$ cat src/rtl/axistream_unpack_keep_if.sv
// Stream bundle for the keep-aware unpacker: a wide packed source beat on one side
// and a word-serial destination on the other. The design under use takes the slave side.
interface axistream_unpack_keep_if #(
  parameter int DATA_WIDTH = 8,
  parameter int NUM_PACK   = 4,
  parameter int IDX_W      = (NUM_PACK > 1) ? $clog2(NUM_PACK) : 1
) ();

  logic                           src_tvalid;
  logic                           src_tready;
  logic [DATA_WIDTH*NUM_PACK-1:0] src_tdata;
  logic [NUM_PACK-1:0]            src_tkeep;
  logic                           src_tlast;

  logic                           dest_tvalid;
  logic                           dest_tready;
  logic [DATA_WIDTH-1:0]          dest_tdata;
  logic                           dest_tlast;
  logic [IDX_W-1:0]               dest_tindex;

  logic                           tlast_dropped;

  // Environment side: produces source beats, consumes destination words.
  modport master (
    output src_tvalid, src_tdata, src_tkeep, src_tlast, dest_tready,
    input  src_tready, dest_tvalid, dest_tdata, dest_tlast, dest_tindex, tlast_dropped
  );

  // Unpacker side.
  modport slave (
    input  src_tvalid, src_tdata, src_tkeep, src_tlast, dest_tready,
    output src_tready, dest_tvalid, dest_tdata, dest_tlast, dest_tindex, tlast_dropped
  );

endinterface

$ cat src/rtl/axistream_unpack_keep.sv
// Splits each NUM_PACK-word source beat into single-word beats, skipping words whose keep bit is clear.
// One cycle from accepted beat to first word; next beat loads alongside the last word; dest stall holds outputs and blocks src.
module axistream_unpack_keep #(
  parameter int DATA_WIDTH = 8,
  parameter int NUM_PACK   = 4,
  parameter int BIG_ENDIAN = 0,
  parameter int IDX_W      = (NUM_PACK > 1) ? $clog2(NUM_PACK) : 1
) (
  input  logic                   clk,
  input  logic                   rst,
  axistream_unpack_keep_if.slave bus
);

  logic [DATA_WIDTH*NUM_PACK-1:0] data_q, data_d;
  logic                           tlast_q, tlast_d;
  logic [NUM_PACK-1:0]            rem_q, rem_d;
  logic                           drop_q, drop_d;

  logic [IDX_W-1:0]               sel;
  logic                           occupied;
  logic                           last_word;
  logic                           dest_hs;
  logic                           src_hs;
  logic                           src_null;

  // Priority pick over the remaining-word mask; later loop hits win.
  always_comb begin
    sel = '0;
    if (BIG_ENDIAN != 0) begin
      for (int i = 0; i < NUM_PACK; i++) begin
        if (rem_q[i]) sel = IDX_W'(i);
      end
    end else begin
      for (int i = NUM_PACK - 1; i >= 0; i--) begin
        if (rem_q[i]) sel = IDX_W'(i);
      end
    end
  end

  always_comb begin
    bus.dest_tdata = '0;
    for (int i = 0; i < NUM_PACK; i++) begin
      if (sel == IDX_W'(i)) bus.dest_tdata = data_q[i*DATA_WIDTH +: DATA_WIDTH];
    end
  end

  assign occupied  = (rem_q != '0);
  assign last_word = occupied && ((rem_q & (rem_q - NUM_PACK'(1))) == '0);

  assign bus.dest_tvalid   = !rst && occupied;
  assign bus.dest_tindex   = sel;
  assign bus.dest_tlast    = bus.dest_tvalid && last_word && tlast_q;
  assign bus.tlast_dropped = drop_q;

  assign dest_hs  = bus.dest_tvalid && bus.dest_tready;
  // Accept a new beat either into an empty buffer or in the cycle its last word leaves.
  assign bus.src_tready = !rst && (!occupied || (dest_hs && last_word));
  assign src_hs   = bus.src_tvalid && bus.src_tready;
  assign src_null = src_hs && (bus.src_tkeep == '0);

  always_comb begin
    rem_d   = rem_q;
    data_d  = data_q;
    tlast_d = tlast_q;
    drop_d  = src_null && bus.src_tlast;
    if (dest_hs) begin
      for (int i = 0; i < NUM_PACK; i++) begin
        if (sel == IDX_W'(i)) rem_d[i] = 1'b0;
      end
    end
    // A fresh beat overrides the bit-clear of the word leaving in the same cycle.
    if (src_hs && !src_null) begin
      rem_d   = bus.src_tkeep;
      data_d  = bus.src_tdata;
      tlast_d = bus.src_tlast;
    end
  end

  always_ff @(posedge clk or posedge rst) begin
    if (rst) begin
      rem_q  <= '0;
      drop_q <= 1'b0;
    end else begin
      rem_q  <= rem_d;
      drop_q <= drop_d;
    end
  end

  // Payload is qualified by rem_q, so it needs no reset.
  always_ff @(posedge clk) begin
    data_q  <= data_d;
    tlast_q <= tlast_d;
  end

endmodule

$ cat src/flat_wrapper.sv
// flat-port wrapper written by rule: the top's interface ports become plain ports
module axistream_unpack_keep_flat 
#(
  parameter int DATA_WIDTH = 8,
  parameter int NUM_PACK   = 4,
  parameter int BIG_ENDIAN = 0,
  parameter int IDX_W      = (NUM_PACK > 1) ? $clog2(NUM_PACK) : 1
)
  (clk, rst, bus_src_tvalid, bus_src_tdata, bus_src_tkeep, bus_src_tlast, bus_dest_tready, bus_src_tready, bus_dest_tvalid, bus_dest_tdata, bus_dest_tlast, bus_dest_tindex, bus_tlast_dropped);
  axistream_unpack_keep_if #(.DATA_WIDTH(DATA_WIDTH), .NUM_PACK(NUM_PACK), .IDX_W(IDX_W)) bus_i ();
  input  logic clk;
  input  logic rst;
  input wire logic [$bits(bus_i.src_tvalid)-1:0] bus_src_tvalid;
  input wire logic [$bits(bus_i.src_tdata)-1:0] bus_src_tdata;
  input wire logic [$bits(bus_i.src_tkeep)-1:0] bus_src_tkeep;
  input wire logic [$bits(bus_i.src_tlast)-1:0] bus_src_tlast;
  input wire logic [$bits(bus_i.dest_tready)-1:0] bus_dest_tready;
  output wire logic [$bits(bus_i.src_tready)-1:0] bus_src_tready;
  output wire logic [$bits(bus_i.dest_tvalid)-1:0] bus_dest_tvalid;
  output wire logic [$bits(bus_i.dest_tdata)-1:0] bus_dest_tdata;
  output wire logic [$bits(bus_i.dest_tlast)-1:0] bus_dest_tlast;
  output wire logic [$bits(bus_i.dest_tindex)-1:0] bus_dest_tindex;
  output wire logic [$bits(bus_i.tlast_dropped)-1:0] bus_tlast_dropped;
  assign bus_i.src_tvalid = bus_src_tvalid;
  assign bus_i.src_tdata = bus_src_tdata;
  assign bus_i.src_tkeep = bus_src_tkeep;
  assign bus_i.src_tlast = bus_src_tlast;
  assign bus_i.dest_tready = bus_dest_tready;
  assign bus_src_tready = bus_i.src_tready;
  assign bus_dest_tvalid = bus_i.dest_tvalid;
  assign bus_dest_tdata = bus_i.dest_tdata;
  assign bus_dest_tlast = bus_i.dest_tlast;
  assign bus_dest_tindex = bus_i.dest_tindex;
  assign bus_tlast_dropped = bus_i.tlast_dropped;
  axistream_unpack_keep #(.DATA_WIDTH(DATA_WIDTH), .NUM_PACK(NUM_PACK), .BIG_ENDIAN(BIG_ENDIAN), .IDX_W(IDX_W)) u_core (.clk(clk), .rst(rst), .bus(bus_i));
endmodule
$ cat config.mk
export PLATFORM = sky130hd
export DESIGN_NAME = axistream_unpack_keep_flat
export DESIGN_NICKNAME = d
export VERILOG_FILES = /design/src/rtl/axistream_unpack_keep_if.sv /design/src/rtl/axistream_unpack_keep.sv /design/src/flat_wrapper.sv
export SDC_FILE = /design/constraint.sdc
export NUM_CORES = 1
export LEC_CHECK = 0
export BUFFER_PORTS_ARGS = -buffer_cell sky130_fd_sc_hd__buf_2
export CAP_MARGIN = 5
export CORE_UTILIZATION = 43
export DETAILED_ROUTE_END_ITERATION = 8
export PLACE_DENSITY = 0.69
export SETUP_SLACK_MARGIN = 0.02
export SLEW_MARGIN = 20
export SYNTH_ARGS = -nofsm -noshare
export SYNTH_HDL_FRONTEND = slang
export SYNTH_SLANG_ARGS = --single-unit
export TNS_END_PERCENT = 30
$ cat constraint.sdc
create_clock -name clk -period 4.5 [get_ports clk]
set_input_delay 0.9 -clock clk [delete_from_list [all_inputs] [get_ports clk]]
set_output_delay 0.9 -clock clk [all_outputs]
set_load 0.01 [all_outputs]
==> results.py <==
metrics = {
    "logic_synthesis": {
        "synthArstFlopShare_pct": 13.2,
        "synth_edf_count": 33,
        "synthSimpleGateAreaFrac_pct": 13.7,
        "syn_avg_cell_area_um2": 11.4,
        "synth-main-ff-cell": "edfxtp_1",
        "syn_inst": 153,
        "ys_types": 28,
        "synth-seq-cells": 38,
        "yosysTopAreaCell": "edfxtp_1",
        "synth_compound_area_share_pct": 16.7,
        "synth-seq-area-share_pct": 64.1,
        "syn-num-nets": 194,
        "ys_warn_count": 0,
        "synthAdderAreaFrac_pct": 0.575,
        "synth_common_cells": "33 x edfxtp_1, 24 x nand2_1, 13 x o21ai_0, 11 x a21oi_1, 10 x nand2b_1",
        "synth_top_cell_area_share_pct": 56.9,
        "synth_top_family_by_area": "compound AO/OA/AOI/OAI gates",
        "synthMuxAreaShare_pct": 0,
        "synth_most_common_cell": "edfxtp_1",
        "synthTopCellsByArea": "edfxtp_1 57%, dfrtp_1 7.2%, nand2_1 5.2%, o21ai_0 3.7%, nand2b_1 3.6%",
        "netlist_area_um2": 1740,
        "synth-xor-area-share_pct": 0.503,
    },
    "global_routing": {
        "grt_usage_pct": 17.6,
        "busiest_layer": "met2",
        "grt_first_pass_wirelength_mm": 5.56,
        "grt_util_met3_pct": 4.34,
        "first_global_vias": 1252,
        "grt.met2_usage_pct": 30.5,
        "grt_max_degree": 23,
        "use_met1_pct": 21.0,
        "antenna_found_initial": 0,
        "grt_overflow_total": 0,
    },
    "clock_tree": {
        "cts-root-buf": "clkbuf_8",
        "cts_buffers": 5,
        "cts_resized": 0,
        "htreeDepth": 2,
        "clkLatencyLatePin_ps": 270,
        "clkSlewWorstSetupHoldPaths_ps": 70,
        "hold_buffers": 0,
        "clkSinkCount": 38,
        "post-cts-setup-buffers": 0,
        "cts_tree": "built",
        "cts.path.max_buffers": 2,
    },
    "pwr": {
        "power.density_nw_per_um2": 620,
        "ir_drop_mv": 0.308,
        "power_mw": 1.31,
        "total_leakage_power_nw": 0.874,
    },
    "floorplan": {
        "core_um2": 3770,
        "die-width_um": 65.6,
        "die-height_um": 65.6,
        "rows": 22,
        "ioPinCount": 55,
        "start_util_pct": 46.2,
        "die_area_um2": 4310,
    },
    "sta": {
        "fin_skew_ps": 3.26,
        "post-route-period-util_pct": 71.0,
        "maxSlewViolCount": 0,
        "fin_crit_ps": 3190,
        "finalSetupTns_ps": 0,
        "finalSetupViolations": 0,
        "maxSlewHeadroom_pct": 37.6,
        "rsz0062_at_grt": "no",
        "whs_ps": 598,
        "worst_slew_pin_slew_ps": 933,
        "hold_viol_final": 0,
        "fmax_mhz": 313,
    },
    "setup_path": {
        "reg2reg_slack_ps": 1620,
        "reg2reg_from": "u_core.rem_q[2]$_DFFE_PP0P_",
        "crit_fanout": 19,
        "end_kind": "output port",
        "cp.required_ps": 3600,
        "rr_endpoint": "u_core.data_q[23]$_DFFE_PN_",
        "rr_worst_depth": 4,
        "path_class": "register to output port",
        "start_kind": "register",
        "critPathArrivalTime_ps": 2290,
    },
    "detailed_routing": {
        "routedWlPerCell_um": 13.9,
        "ant_nets": 0,
        "detail_route.iter0.violations": 68,
        "vias_per_cell": 5.24,
        "vias": 1332,
        "routed_wl_mm": 3.54,
        "drc": 0,
        "firstDrtPassIters": 4,
    },
    "placed_design": {
        "io_buffer_count": 54,
        "place_hpwl_mm": 2.52,
        "gp_congestion": 0.811,
        "placed_cells": 246,
    },
    "final_layout": {
        "diodes": 0,
        "syn_to_final_growth_pct": 21.5,
        "layout.nets": 246,
        "fin_cells": 254,
        "drive_gt1_share_pct": 31.6,
    },
    "run_status": {
        "status": "complete, no violations",
    },
    "job": {
        "maxCapViolCount": 0,
    },
    "worst_hold_path": {
        "hp-class": "primary input to asynchronous set/reset pin",
    },
}
==> power breakdown <==
part	switching [mW]	leakage, nW	internal, mW
Clock	0.105	0.0426	0.106
Sequential	0.0951	0.367	0.459
Combinational	0.313	0.464	0.232
Total	0.513	0.874	0.798
==> worst max-delay path, stage by stage, from the launching register on <==
cell and delay [ps]:
dfrtp_1 600, nor2_1 810, nand2_1 130, o22ai_1 190
o21ai_0 130, buf_2 160
==> routing by layer <==
layer | wire (µm) | part of all wire [%]
met4 | 36 | 1.0
met1 | 1480 | 42
met3 | 190 | 5.4
met5 | 0 | 0
met2 | 1830 | 52
==> state kept, by name, summed over array words and instances (netlist names) <==
signal,flops
u_core.rem_q,4
u_core.data_q,32
u_core.bus.tlast_dropped,1
u_core.tlast_q,1
==> area by class of cell <==
class | count | area (µm²)
Clock buffer | 6 | 72.6
Clock inverter | 2 | 8.76
Fill cell | 307 | 1660
Inverter | 8 | 30.0
Multi-Input combinational cell | 97 | 551
Sequential cell | 38 | 1120
Tap cell | 48 | 60.1
Timing Repair Buffer | 55 | 278
==> kinds of logic (layout without fill, tap and decap cells) <==
kind of cell | Yosys count | in the layout
DFF | 38 | 38
adders and majority gates | 1 | 1
xor gates and xnor gates | 1 | 1
buffers and inverters | 18 | 71
AOI/OAI and AO/OA | 46 | 46
and+or+nand+nor | 49 | 49
==> cells in the final DEF, fill, tap and decap left out, types with 2 or more instances in the layout <==
cell / Yosys / layout
o21ai_0: 13 / 13
nor2_1: 5 / 4
a21oi_1: 11 / 11
edfxtp_1: 33 / 33
clkbuf_8: 0 / 5
nand2b_1: 10 / 10
o22ai_1: 8 / 8
nor4_1: 2 / 2
nor3_1: 2 / 2
dfrtp_1: 5 / 5
nor2b_1: 2 / 2
o21ai_1: 3 / 3
nand2_1: 24 / 24
a22o_1: 7 / 7
buf_2: 2 / 54
inv_1: 8 / 8
==> worst max path at each step <==
stage                           startpoint  cells past startpoint  slack (ps)                     endpoint
5_1_grt        u_core.rem_q[0]$_DFFE_PP0P_                      5        1080            bus_dest_tdata[7]
3_5_place_dp                           rst                      6        1370  u_core.data_q[28]$_DFFE_PN_
4_1_cts        u_core.rem_q[1]$_DFFE_PP0P_                      5        1310            bus_dest_tdata[7]
3_3_place_gp                           rst                      6        1470  u_core.data_q[23]$_DFFE_PN_
2_1_floorplan                          rst                      4         970   u_core.data_q[0]$_DFFE_PN_
6_report       u_core.rem_q[0]$_DFFE_PP0P_                      5        1310            bus_dest_tdata[7]
==> stage by stage <==
step           setup slack, ps  util, %  instance area [µm²]
2_1_floorplan              972        -                 1740
3_3_place_gp              1470     53.9                 2030
3_5_place_dp              1370     53.9                 2030
4_1_cts                   1310     56.1                 2120
5_1_grt                   1080     56.1                 2120
6_report                  1310     56.1                 2120
Note: power is estimated with default switching activity, not from simulation.
